## config.mk

```make
export PLATFORM = sky130hd
export DESIGN_NAME = fir_cfg_master
export DESIGN_NICKNAME = d
export VERILOG_FILES = /design/src/rtl/fir_cfg_pkg.sv /design/src/rtl/fir_cfg_master.sv
export SDC_FILE = /design/constraint.sdc
export NUM_CORES = 1
export LEC_CHECK = 0
export ABC_AREA = 1
export ABC_CLOCK_PERIOD_IN_PS = 1700
export CAP_MARGIN = 40
export CORE_ASPECT_RATIO = 0.7
export CORE_UTILIZATION = 30
export CTS_CLUSTER_SIZE = 14
export DETAILED_ROUTE_END_ITERATION = 10
export PLACE_DENSITY_LB_ADDON = 0.2
export SETUP_SLACK_MARGIN = 0.3
export SYNTH_ARGS = -nofsm -noshare
export SYNTH_HDL_FRONTEND = slang
export SYNTH_SLANG_ARGS = --single-unit
```

## constraint.sdc

```tcl
create_clock -name axis_clk -period 1.7 [get_ports axis_clk]
set_clock_uncertainty 0.2 [all_clocks]
set_input_delay 0.34 -clock axis_clk [delete_from_list [all_inputs] [get_ports axis_clk]]
set_output_delay 0.34 -clock axis_clk [all_outputs]
set_load 0.02 [all_outputs]
```

## src/rtl/fir_cfg_pkg.sv

```systemverilog
// Shared definitions for the FIR configuration master: command opcodes,
// controller states and the FIR accelerator's AXI-Lite register map.
package fir_cfg_pkg;

  localparam logic [1:0] OP_WRITE = 2'b00;
  localparam logic [1:0] OP_READ  = 2'b01;
  localparam logic [1:0] OP_POLL  = 2'b10;

  typedef enum logic [2:0] {
    ST_IDLE,
    ST_WR,
    ST_RD_AR,
    ST_RD_R,
    ST_POLL_GAP,
    ST_RSP
  } state_t;

  localparam logic [11:0] ADDR_AP_CTRL  = 12'h000;
  localparam logic [11:0] ADDR_DATA_LEN = 12'h010;
  localparam logic [11:0] ADDR_TAP_BASE = 12'h020;

  localparam int unsigned AP_START_BIT = 0;
  localparam int unsigned AP_DONE_BIT  = 1;
  localparam int unsigned AP_IDLE_BIT  = 2;

  function automatic logic [11:0] tap_addr(input int unsigned idx);
    return ADDR_TAP_BASE + 12'(idx * 4);
  endfunction

endpackage

```

## src/rtl/fir_cfg_master.sv

```systemverilog
// AXI-Lite initiator that executes write / read / poll commands against the
// FIR configuration port and returns one response per command.
module fir_cfg_master
  import fir_cfg_pkg::*;
#(
  parameter int pADDR_WIDTH = 12,
  parameter int pDATA_WIDTH = 32,
  parameter int pPOLL_MAX   = 16,
  parameter int pPOLL_GAP   = 4
) (
  input  logic                   axis_clk,
  input  logic                   axis_rst_n,
  input  logic                   cmd_valid,
  output logic                   cmd_ready,
  input  logic [1:0]             cmd_op,
  input  logic [pADDR_WIDTH-1:0] cmd_addr,
  input  logic [pDATA_WIDTH-1:0] cmd_data,
  output logic                   rsp_valid,
  input  logic                   rsp_ready,
  output logic [pDATA_WIDTH-1:0] rsp_data,
  output logic                   rsp_err,
  output logic                   busy,
  output logic                   awvalid,
  output logic [pADDR_WIDTH-1:0] awaddr,
  input  logic                   awready,
  output logic                   wvalid,
  output logic [pDATA_WIDTH-1:0] wdata,
  input  logic                   wready,
  output logic                   arvalid,
  output logic [pADDR_WIDTH-1:0] araddr,
  input  logic                   arready,
  input  logic                   rvalid,
  output logic                   rready,
  input  logic [pDATA_WIDTH-1:0] rdata
);

  localparam int CW = $clog2(pPOLL_MAX + 1);
  localparam int GW = (pPOLL_GAP > 0) ? $clog2(pPOLL_GAP + 1) : 1;
  localparam logic [CW-1:0] CNT_LAST = CW'(pPOLL_MAX - 1);
  localparam logic [GW-1:0] GAP_LOAD = GW'((pPOLL_GAP > 0) ? pPOLL_GAP - 1 : 0);

  state_t                 state, state_nxt;
  logic [1:0]             op;
  logic [pDATA_WIDTH-1:0] mask;
  logic [CW-1:0]          poll_cnt;
  logic [GW-1:0]          gap_cnt;
  logic                   poll_hit, poll_last;

  assign cmd_ready = (state == ST_IDLE);
  assign busy      = (state != ST_IDLE);
  assign poll_hit  = |(rdata & mask);
  assign poll_last = (poll_cnt == CNT_LAST);

  always_comb begin
    state_nxt = state;
    case (state)
      ST_IDLE: begin
        if (cmd_valid) begin
          case (cmd_op)
            OP_WRITE:         state_nxt = ST_WR;
            OP_READ, OP_POLL: state_nxt = ST_RD_AR;
            default:          state_nxt = ST_RSP;
          endcase
        end
      end
      ST_WR: begin
        // A channel already dropped its valid has completed its handshake.
        if ((!awvalid || awready) && (!wvalid || wready)) state_nxt = ST_RSP;
      end
      ST_RD_AR: if (arready) state_nxt = ST_RD_R;
      ST_RD_R: begin
        if (rvalid) begin
          if (op != OP_POLL || poll_hit || poll_last) state_nxt = ST_RSP;
          else if (pPOLL_GAP == 0)                      state_nxt = ST_RD_AR;
          else                                          state_nxt = ST_POLL_GAP;
        end
      end
      ST_POLL_GAP: if (gap_cnt == '0) state_nxt = ST_RD_AR;
      ST_RSP:      if (rsp_ready) state_nxt = ST_IDLE;
      default:     state_nxt = ST_IDLE;
    endcase
  end

  always_ff @(posedge axis_clk or negedge axis_rst_n) begin
    if (!axis_rst_n) state <= ST_IDLE;
    else             state <= state_nxt;
  end

  // Read-side valids and rsp_valid are registered copies of the next state,
  // so they rise on the edge that enters their state and fall on the exit.
  always_ff @(posedge axis_clk or negedge axis_rst_n) begin
    if (!axis_rst_n) begin
      op        <= '0;
      mask      <= '0;
      poll_cnt  <= '0;
      gap_cnt   <= '0;
      awvalid   <= 1'b0;
      wvalid    <= 1'b0;
      arvalid   <= 1'b0;
      rready    <= 1'b0;
      awaddr    <= '0;
      wdata     <= '0;
      araddr    <= '0;
      rsp_valid <= 1'b0;
      rsp_data  <= '0;
      rsp_err   <= 1'b0;
    end else begin
      arvalid   <= (state_nxt == ST_RD_AR);
      rready    <= (state_nxt == ST_RD_R);
      rsp_valid <= (state_nxt == ST_RSP);
      case (state)
        ST_IDLE: begin
          if (cmd_valid) begin
            op       <= cmd_op;
            mask     <= cmd_data;
            poll_cnt <= '0;
            case (cmd_op)
              OP_WRITE: begin
                awaddr  <= cmd_addr;
                wdata   <= cmd_data;
                awvalid <= 1'b1;
                wvalid  <= 1'b1;
              end
              OP_READ, OP_POLL: araddr <= cmd_addr;
              default: begin
                rsp_data <= '0;
                rsp_err  <= 1'b1;
              end
            endcase
          end
        end
        ST_WR: begin
          if (awready) awvalid <= 1'b0;
          if (wready)  wvalid  <= 1'b0;
          if (state_nxt == ST_RSP) begin
            rsp_data <= wdata;
            rsp_err  <= 1'b0;
          end
        end
        ST_RD_R: begin
          if (rvalid) begin
            poll_cnt <= poll_cnt + CW'(1);
            rsp_data <= rdata;
            rsp_err  <= (op == OP_POLL) && !poll_hit && poll_last;
            gap_cnt  <= GAP_LOAD;
          end
        end
        ST_POLL_GAP: gap_cnt <= gap_cnt - GW'(1);
        default: ;
      endcase
    end
  end

endmodule

```

==> results.py <==
metrics = {
    "worst_setup_path": {
        "critPathArrivalTime_ns": 2.24,
        "required_ns": 1.81,
        "ff2ff_path_depth": 12,
        "end_kind": "flop",
        "critPathMaxFanout": 7,
        "r2r_slack_ns": -0.43,
        "cp-start-kind": "flop",
        "timing.rr.end": "rsp_data[4]$_DFFE_PN0P_",
        "reg2reg_from": "state[2]$_DFF_PN0_",
        "worst-setup-path-type": "reg -> reg",
    },
    "synth": {
        "synth.top_cell.area_share_pct": 57.1,
        "synthDistinctLibCells": 31,
        "synth-edff-count": 0,
        "ys_ff_latch": 139,
        "ys_async_sr_fraction_pct": 100,
        "yosysSeqAreaShare_pct": 57.1,
        "synth_cells": 686,
        "synthesis.area_mm2": 0.00609,
        "yosysWarnings": 0,
        "synth.area.top_cells": "dfrtp_1 (57%), nand2_1 (13%), o21ai_0 (7.8%)",
        "yosysTopAreaCell": "dfrtp_1",
        "syn-num-nets": 778,
        "synth_area_per_cell_um2": 8.88,
        "synth_flop_cell": "dfrtp_1",
    },
    "final_layout": {
        "seq_area_mm2": 0.00348,
        "area_growth_pct": 99.0,
        "fillers": 1564,
        "drive_above_1_share_pct": 51.2,
        "antenna_cells": 0,
        "multiInputGateArea_mm2": 0.00306,
        "final_cell_mix": "buf_4 (140), dfrtp_1 (134), buf_6 (124), nand2_1 (100), clkdlybuf4s50_1 (81)",
        "mostFrequentLayoutCell": "buf_4",
        "nets": 1163,
        "postLayoutCellArea_mm2": 0.0121,
    },
    "route": {
        "ant_nets": 0,
        "drtPass1Iterations": 4,
        "wire_per_inst_um": 17.4,
        "dr_total_vias": 6344,
        "drtIter0Drc": 437,
        "drc": 0,
        "routed_wl_um": 23600,
        "vias_per_cell": 4.69,
    },
    "run_status": {
        "status": "finished with violations",
        "failed_checks": "negative setup slack",
    },
    "die": {
        "core_mm2": 0.0199,
        "io_pins": 182,
        "start_util_pct": 30.7,
        "die_area_mm2": 0.0209,
        "die_w_um": 172,
        "die_h_um": 121,
        "fp-row-count": 43,
    },
    "timing": {
        "fmax_mhz": 470,
        "finalHoldViolCount": 0,
        "fin_crit_sh_pct": 125,
        "rsz0062_at_grt": "yes",
        "setup_viol": 123,
        "period_needed_ns": 2.13,
        "worst_pin_slew_ns": 0.344,
        "layout_setup_ws_ns": -0.429,
        "max-slew-margin-rel_pct": 76.8,
        "timing.setup.tns_ns": -28.93,
        "slew_viol_final": 0,
    },
    "placement": {
        "gp_congestion": 0.776,
        "dpl_cell_area_mm2": 0.00878,
        "port_buffers": 181,
        "hpwl_um": 13200,
    },
    "global_route": {
        "overflow": 0,
        "grt_start_max_net_pins": 53,
        "first_global_vias": 6004,
        "antenna_found_initial": 0,
        "grt_pass1_wl_um": 32700,
        "grt_usage_pct": 21.0,
    },
    "clock_network": {
        "clkTransAtPathRegs_ns": 0.06,
        "clock-root-buffer": "clkbuf_16",
        "clockBufferDepth": 2,
        "clk_latency_ns": 0.42,
        "cts_inserted_buffers": 17,
        "h-tree-depth": 4,
        "clock-sinks": 139,
        "cts_tree": "done",
    },
    "power": {
        "powerDensity_mw_per_mm2": 1830,
        "ir_drop_mv": 0.952,
        "total_leakage_power_nw": 6.10,
        "internal_power_mw": 13.3,
        "pwr-share-clk_pct": 15.8,
        "combPwrFrac_pct": 58.2,
        "seq_power_share_pct": 26.0,
        "p_sw_share_pct": 40.0,
        "switchingPower_mw": 8.86,
    },
    "hold_path": {
        "hp-class": "in -> async",
    },
    "job": {
        "drv_cap": 0,
    },
}
-- logic make-up (layout without fill, tap and decap cells) --
family                     Yosys count  in the layout  share of synthesized area [%]
AOI/OAI and AO/OA                  142            142                           14.0
buffers and inverters              105            501                           7.00
and+or+nand+nor                    293            295                           20.5
xor gates and xnor gates             1              1                          0.144
adders and majority gates            6              6                           1.23
DFF                                139            139                           57.1
-- per-layer routing --
| metal | part of all wire (%) | up-vias | track usage (%) |
|---|---|---|---|
| met5 | 0 | - | 0 |
| met4 | 1.6 | 0 | 6.14 |
| met3 | 6.9 | 24 | 5.48 |
| met2 | 47 | 204 | 31.7 |
| met1 | 45 | 3090 | 29.5 |
| li1 | - | 3026 | - |
-- how the worst max path moves through the flow --
stage	start	endpoint	slack, ns	depth (start not counted)
global route	state[2]$_DFF_PN0_	rsp_data[19]$_DFFE_PN0P_	-0.56	12
global placement	rdata[24]	rsp_data[29]$_DFFE_PN0P_	-0.83	15
finish	state[2]$_DFF_PN0_	rsp_data[4]$_DFFE_PN0P_	-0.43	12
floorplan	poll_cnt[0]$_DFFE_PN0P_	rsp_data[0]$_DFFE_PN0P_	-0.18	14
detailed placement	rdata[24]	rsp_data[15]$_DFFE_PN0P_	-0.83	15
CTS	mask[2]$_DFFE_PN0P_	rsp_data[23]$_DFFE_PN0P_	-0.35	15
-- worst max-delay path, cell delays in order (launching register included) --
cell	delay (ns)
dfrtp_2	0.46
buf_4	0.16
nor3_2	0.22
a21oi_1	0.13
nand3_1	0.12
nor2_2	0.06
nand2_2	0.08
nand2_2	0.07
nand2_4	0.13
nand2_8	0.10
clkbuf_16	0.19
nand2_1	0.06
nand2_1	0.04
-- synthesized netlist by cell type (all sizes together), types with 6 or more instances --
| cell type | count |
|---|---|
| a21oi | 6 |
| a22o | 33 |
| buf | 10 |
| clkbuf | 23 |
| dfrtp | 139 |
| ha | 6 |
| inv | 72 |
| nand2 | 226 |
| nand3 | 38 |
| nor2 | 21 |
| o21ai | 95 |
-- sequential cells by signal, summed over array words and instances (netlist names) --
signal,count
awaddr,12
state,3
rsp_valid,1
poll_cnt,5
mask,32
wdata,32
araddr,12
arvalid,1
gap_cnt,3
rsp_data,32
rsp_err,1
wvalid,1
op,2
awvalid,1
rready,1
-- metrics by stage --
| stage | hold WS (ns) | util [%] | power, mW | std cells | worst slack, ns |
|---|---|---|---|---|---|
| final | 0.165 | 61.1 | 22.1 | 1354 | -0.429 |
| after global routing | 0.174 | 61.1 | 23.3 | 1354 | -0.557 |
| after CTS | 0.158 | 54.4 | 19.6 | 1299 | -0.347 |
| after detailed placement | 0.0311 | 44.2 | 13.4 | 1174 | -0.834 |
| after global placement | 0.0328 | 44.2 | 13.4 | 1174 | -0.828 |
| after floorplan | -0.156 | - | 9.65 | 686 | -0.183 |
-- power groups by stage --
| stage | Combinational (mW) | Clock, mW | Sequential (mW) |
|---|---|---|---|
| floorplan | 3.25 | 0 | 6.39 |
| global placement | 7.82 | 0 | 5.56 |
| detailed placement | 7.85 | 0 | 5.55 |
| CTS | 10.5 | 3.56 | 5.60 |
| global route | 13.7 | 3.69 | 5.89 |
| finish | 12.9 | 3.49 | 5.76 |
-- layout make-up --
cell class                      instances  area share, %
Tap cell                              270           2.79
Multi-Input combinational cell        444           25.2
Clock buffer                           20           3.85
Timing Repair Buffer                  397           36.3
Inverter                               72           2.37
Clock inverter                         12          0.743
Sequential cell                       139           28.7
-- what timing repair did --
item	4_1_cts	5_1_grt
pin swaps	9	13
gates resized for setup	750	216
buffers inserted	77	41
cloned	15	14
endpoints found under the hold margin	139	0
hold buffers	1	0
endpoints found under the setup margin	235	235
(Power assumes the default switching activity.)
